<file path="config.mk">
export PLATFORM = sky130hd
export DESIGN_NAME = risc_issue_sequencer
export DESIGN_NICKNAME = d
export VERILOG_FILES = /design/src/rtl/risc_seq_pkg.sv /design/src/rtl/risc_seq_timer.sv /design/src/rtl/risc_issue_sequencer.sv
export SDC_FILE = /design/constraint.sdc
export NUM_CORES = 1
export LEC_CHECK = 0
export CAP_MARGIN = 30
export CELL_PAD_IN_SITES_DETAIL_PLACEMENT = 0
export CELL_PAD_IN_SITES_GLOBAL_PLACEMENT = 1
export CORE_MARGIN = 5
export CORE_UTILIZATION = 32
export DETAILED_ROUTE_END_ITERATION = 6
export PLACE_DENSITY = 0.74
export SYNTH_ARGS = -nofsm -noshare
export SYNTH_HDL_FRONTEND = slang
export SYNTH_HIERARCHICAL = 1
export SYNTH_SLANG_ARGS = --single-unit
</file>
<file path="constraint.sdc">
create_clock -name clk -period 2.4 [get_ports clk]
set_clock_uncertainty 0.2 [all_clocks]
set_input_delay 0.48 -clock clk [delete_from_list [all_inputs] [get_ports clk]]
set_output_delay 0.48 -clock clk [all_outputs]
set_load 0.005 [all_outputs]
</file>
<file path="src/rtl/risc_seq_pkg.sv">
// Shared types and opcode field positions for the RISC issue sequencer.
package risc_seq_pkg;

  typedef enum logic [2:0] {
    ST_IDLE, ST_DECODE, ST_EXEC, ST_MEM, ST_WB, ST_HALT, ST_FAULT
  } state_t;

  typedef enum logic [1:0] {
    CLS_ALU  = 2'b00,
    CLS_CTRL = 2'b01,
    CLS_MEM  = 2'b10,
    CLS_SYS  = 2'b11
  } cls_t;

  localparam int OP_CLS_HI  = 7;
  localparam int OP_CLS_LO  = 6;
  localparam int OP_VAR_BIT = 5;  // store for MEM, halt for SYS

  function automatic cls_t op_class(input logic [7:0] op);
    return cls_t'(op[OP_CLS_HI:OP_CLS_LO]);
  endfunction

endpackage

</file>
<file path="src/rtl/risc_seq_timer.sv">
// Loadable 8-bit down-counter with zero flag; load wins over decrement,
// and the count saturates at zero.
module risc_seq_timer (
  input  logic       clk,
  input  logic       rst_n,
  input  logic       load,
  input  logic [7:0] load_val,
  input  logic       dec,
  output logic [7:0] count,
  output logic       zero
);

  logic [7:0] count_reg;

  always_ff @(posedge clk or negedge rst_n) begin
    if (!rst_n)
      count_reg <= '0;
    else if (load)
      count_reg <= load_val;
    else if (dec && (count_reg != 8'd0))
      count_reg <= count_reg - 8'd1;
  end

  assign count = count_reg;
  assign zero  = (count_reg == 8'd0);

endmodule

</file>
<file path="src/rtl/risc_issue_sequencer.sv">
// Multi-cycle issue controller: accepts an opcode, latches the decoder's control
// word, then walks the instruction through EXEC / MEM / WB and counts retires.
module risc_issue_sequencer
  import risc_seq_pkg::*;
#(
  parameter int EXEC_CYCLES = 1,
  parameter int MEM_TIMEOUT = 15,
  parameter int CNT_W       = 16
) (
  input  logic             clk,
  input  logic             rst_n,
  input  logic             ins_valid,
  output logic             ins_ready,
  input  logic [7:0]       ins_opcode,
  output logic [7:0]       dec_opcode,
  input  logic [30:0]      dec_ctl,
  output logic [30:0]      ctl_q,
  output logic             ex_en,
  output logic             mem_req,
  output logic             mem_we,
  input  logic             mem_ack,
  output logic             wb_en,
  output logic             pc_load,
  input  logic             resume,
  output logic             halted,
  output logic             fault,
  output logic [CNT_W-1:0] retire_cnt
);

  localparam logic [7:0] EXEC_LOAD = 8'(EXEC_CYCLES - 1);
  localparam logic [7:0] MEM_LOAD  = 8'(MEM_TIMEOUT - 1);

  state_t           state_reg, state_next;
  logic [7:0]       opcode_reg;
  logic [30:0]      ctl_reg;
  logic [CNT_W-1:0] retire_reg;

  logic       accept, ld_ctl, retire;
  logic       tmr_load, tmr_dec, tmr_zero;
  logic [7:0] tmr_val, tmr_count;
  cls_t       cls;
  logic       variant, store;

  assign cls     = op_class(opcode_reg);
  assign variant = opcode_reg[OP_VAR_BIT];
  assign store   = (cls == CLS_MEM) && variant;

  // One timer serves both the EXEC hold count and the MEM ack timeout.
  risc_seq_timer u_timer (
    .clk      (clk),
    .rst_n    (rst_n),
    .load     (tmr_load),
    .load_val (tmr_val),
    .dec      (tmr_dec),
    .count    (tmr_count),
    .zero     (tmr_zero)
  );

  always_ff @(posedge clk or negedge rst_n) begin
    if (!rst_n) begin
      state_reg  <= ST_IDLE;
      opcode_reg <= '0;
      ctl_reg    <= '0;
      retire_reg <= '0;
    end else begin
      state_reg <= state_next;
      if (accept)
        opcode_reg <= ins_opcode;
      if (ld_ctl)
        ctl_reg <= dec_ctl;
      if (retire)
        retire_reg <= retire_reg + CNT_W'(1);
    end
  end

  always_comb begin
    state_next = state_reg;
    accept     = 1'b0;
    ld_ctl     = 1'b0;
    retire     = 1'b0;
    tmr_load   = 1'b0;
    tmr_val    = EXEC_LOAD;
    tmr_dec    = 1'b0;
    case (state_reg)
      ST_IDLE: begin
        if (ins_valid) begin
          accept     = 1'b1;
          state_next = ST_DECODE;
        end
      end
      ST_DECODE: begin
        ld_ctl     = 1'b1;
        tmr_load   = 1'b1;
        state_next = ST_EXEC;
      end
      ST_EXEC: begin
        if (!tmr_zero) begin
          tmr_dec = 1'b1;
        end else begin
          case (cls)
            CLS_ALU:  state_next = ST_WB;
            CLS_CTRL: begin
              retire     = 1'b1;
              state_next = ST_IDLE;
            end
            CLS_MEM: begin
              tmr_load   = 1'b1;
              tmr_val    = MEM_LOAD;
              state_next = ST_MEM;
            end
            default: begin
              retire     = 1'b1;
              state_next = variant ? ST_HALT : ST_IDLE;
            end
          endcase
        end
      end
      ST_MEM: begin
        // An ack in the last timeout cycle still completes the access.
        if (mem_ack) begin
          retire     = store;
          state_next = store ? ST_IDLE : ST_WB;
        end else if (tmr_zero) begin
          state_next = ST_FAULT;
        end else begin
          tmr_dec = 1'b1;
        end
      end
      ST_WB: begin
        retire     = 1'b1;
        state_next = ST_IDLE;
      end
      ST_HALT, ST_FAULT: begin
        if (resume)
          state_next = ST_IDLE;
      end
      default: state_next = ST_IDLE;
    endcase
  end

  assign ins_ready  = (state_reg == ST_IDLE);
  assign halted     = (state_reg == ST_HALT);
  assign fault      = (state_reg == ST_FAULT);
  assign dec_opcode = opcode_reg;
  assign ctl_q      = ctl_reg;
  assign retire_cnt = retire_reg;
  assign ex_en      = (state_reg == ST_EXEC);
  assign pc_load    = (state_reg == ST_EXEC) && tmr_zero && (cls == CLS_CTRL);
  assign mem_req    = (state_reg == ST_MEM);
  assign mem_we     = (state_reg == ST_MEM) && store;
  assign wb_en      = (state_reg == ST_WB);

endmodule

</file>
==> impl_results.md, run 1 <==
* Most frequent cells in the layout: clkdlybuf4s50_1 (99), dfrtp_1 (65), buf_4 (47), mux2_2 (40), xnor2_1 (14)
* Final Slew Violations at 0
* Slowest stage delay, CP at 0.43 ns
* Final worst setup slack at -0.0443 ns
* Final setup viols at 4
* CP top delay family: simple AND/OR/NAND/NOR gates
* Synth Register Bits at 66
* WHS Endpoint: retire_cnt[15]
* Ys async rst share at 1.00
* WP data required at 2.42 ns
* CTS tree: built
* Synth cell types at 58
* Hold Crit Depth at 1
* HP Start: retire_cnt[15]
* Crit end category: register
* RSZ-0062 raised after global routing: yes
* Crit path top cell by count: or3b_4
* Worst Path Buf+Inv at 2
* Worst skew pair latency at 0.33 ns
* Num rows at 35
* Initial core utilization at 0.332
* Type of the worst setup path: reg2reg
* Drt initial violations at 45
* CP startpoint: u_timer/count[1]
* Warnings, synthesis at 6
* CP max FO at 5
* Failing checks: negative setup slack
* Critical Path AT at 2.46 ns
* Area of the multi-input gates at 1460 sq um
* Clk root buf: clkbuf_8
* Commonest non-fill, non-tap cell in the layout: clkdlybuf4s50_1
* Core ar. at 9330 sq um
* Total Routing Usage GR at 0.146
* Average routed wire per standard cell at 15.3 microns
* Dpl hpwl at 6090 microns
* Die outline area at 11700 sq um
* Hold Slack at 0.276 ns
* Post-route design area at 5010 sq um
* Register area at 1650 sq um
* Reg-to-reg slack, setup at -0.04 ns
* Initial antenna violation count at 0
* Overall die height at 108 microns
* Max reg flops at 31
* DP Area at 4590 sq um
* DRT Pass-1 Iters at 6
* Number of global-route vias before repair at 2635
* Worst path cell trace: inv_2 -> ha_4 -> or3b_4 -> nor2_4 -> buf_4 -> a211oi_4 -> or3b_4 -> o311a_1 -> a221o_1
* Leak at 2.17 nW
* Syn avg cell area at 12.7 sq um
* Largest net degree at the start of global routing at 30
* Top_reg_cell synth: dfrtp_1
* Power density over the cells at 1230 nW/um^2
* First-pass GRT wire length at 13400 microns
* Share of post-route cells with drive strength above 1 at 0.333
* Worst vdd ir at 0.538 mV
* RR Endpoint: u_timer/count[7]
* Post-DRT Antenna Nets at 0
* Clk buf depth at 2
* H-tree depth at 3
* RD Place Congestion at 0.821
* Total grt overflow at 0
* Worst reg2reg path startpoint: u_timer/count[1]
* Pwr Total at 6.18 mW
* Worst-path clk slew at 0.08 ns
* Post-layout min period at 2.44 ns
* CTS Sinks at 66
* Via count at 2537
* Mapped Area at 3100 sq um
* Max Clock Freq at 0.409 GHz
* ANT cells at 0
* Path type of the worst min-delay path: reg2reg
* Worst rel slew slack at 0.569
* Port buffer count at 106
* EDFF count, synth at 0
* Max_cap viols at 0
* Final clock period utilization by the worst path at 1.02
* Area grow syn2layout at 61.8%
* DRC at 0
* Status: finished, violations left
* Cell count after synthesis at 243
* Ports at 107
* Via density at 4.72
* Worst R2R Path Depth at 9
* Die W at 108 microns
* CP max-delay cell: or3b_4
* Final Hold Vio Count at 0
* Worst-Margin Slew at 0.641 ns
* Final WL at 8220 microns
* CP startpoint kind: register
* Filler Cell Count at 839
* TritonCTS Buffers at 9
* Nets at 451
* Sequential area share after synthesis at 0.534
[how the worst max path moves through the flow]
stage	to	slack, ns	cells after the start
2_1_floorplan	u_timer/count[7]	-0.02	8
3_3_place_gp	u_timer/count[7]	-0.12	5
3_5_place_dp	u_timer/count[7]	-0.15	5
4_1_cts	pc_load	-0.07	6
5_1_grt	u_timer/count[3]	-0.14	9
6_report	u_timer/count[7]	-0.04	9
[cells in the mapped netlist (3+ instances only)]
library cell | instances | area [sq um]
nand3_1 | 3 | 15.0
o21ai_0 | 4 | 20.0
buf_2 | 8 | 40.0
a31oi_1 | 4 | 25.0
nand2_1 | 10 | 37.5
xnor2_1 | 14 | 123
a21oi_1 | 5 | 25.0
dfrtp_1 | 66 | 1650
and3_1 | 7 | 43.8
nor3b_1 | 3 | 22.5
and2_1 | 3 | 18.8
nand4_1 | 10 | 62.6
nor2b_1 | 3 | 18.8
nor2_1 | 7 | 26.3
nor3_1 | 4 | 20.0
or4_1 | 3 | 22.5
mux2_2 | 40 | 450
ha_1 | 3 | 37.5
[logic make-up after synthesis]
kind of cell,count (synthesis),share of synthesized area
multiplexers,41,0.149
adder cells (fa/ha/maj),3,0.0121
flip-flops,66,0.534
AND/OR/NAND/NOR,70,0.148
other,1,0.00121
XOR/XNOR,16,0.0453
AO/OA/AOI/OAI,31,0.0829
buffers and inverters,15,0.0275
[layer usage]
| metal | GRT usage | vias up | routed length [microns] |
|---|---|---|---|
| met2 | 0.213 | 75 | 3830 |
| met4 | 0.0658 | 0 | 153 |
| met3 | 0.0496 | 11 | 589 |
| li1 | - | 1212 | - |
| met5 | 0 | - | 0 |
| met1 | 0.195 | 1239 | 3650 |
[power by group]
part / leakage (nW) / internal, mW / switching (mW)
clock network: 0.119 / 0.669 / 0.432
registers: 0.804 / 1.59 / 0.286
logic: 1.25 / 2.00 / 1.21
total: 2.17 / 4.25 / 1.93
[metrics by stage]
stage	TNS, ns	util	setup WS [ns]	std cells
6_report	-0.0878	0.537	-0.0443	538
5_1_grt	-0.778	0.537	-0.141	538
4_1_cts	-0.169	0.528	-0.0725	531
3_5_place_dp	-0.558	0.493	-0.153	506
3_3_place_gp	-0.378	0.493	-0.122	506
2_1_floorplan	-0.0306	-	-0.0237	247
[worst register-to-register path, stage by stage (launching register included)]
cell and delay (ns):
dfrtp_1 0.36, inv_2 0.06, ha_4 0.15, or3b_4 0.25, nor2_4 0.04, buf_4 0.14, a211oi_4 0.16, or3b_4 0.43
o311a_1 0.29, a221o_1 0.26
[layout make-up]
class | instances | area share
Clock buffer | 12 | 0.0330
Tap cell | 129 | 0.0322
Clock inverter | 4 | 0.0145
Timing Repair Buffer | 158 | 0.296
Sequential cell | 66 | 0.330
Multi-Input combinational cell | 166 | 0.292
Inverter | 3 | 0.00250
[repair_timing]
action                                  in CTS  in global routing
buffers inserted                             8                  7
resized for setup                           16                  8
pin swaps                                    3                  3
endpoints found under the setup margin      11                 24
endpoints found under the hold margin       15                  0
hold buffers                                 1                  0
Note: power is estimated with default switching activity, not from simulation.
==> run 2: changes to the inputs <==
ABC_CLOCK_PERIOD_IN_PS = 2400   (was not set)
GPL_ROUTABILITY_DRIVEN = 0   (was not set)
==> results of run 2 <==
Same layout as run 1: the final DEF is identical, and so are final timing and power.
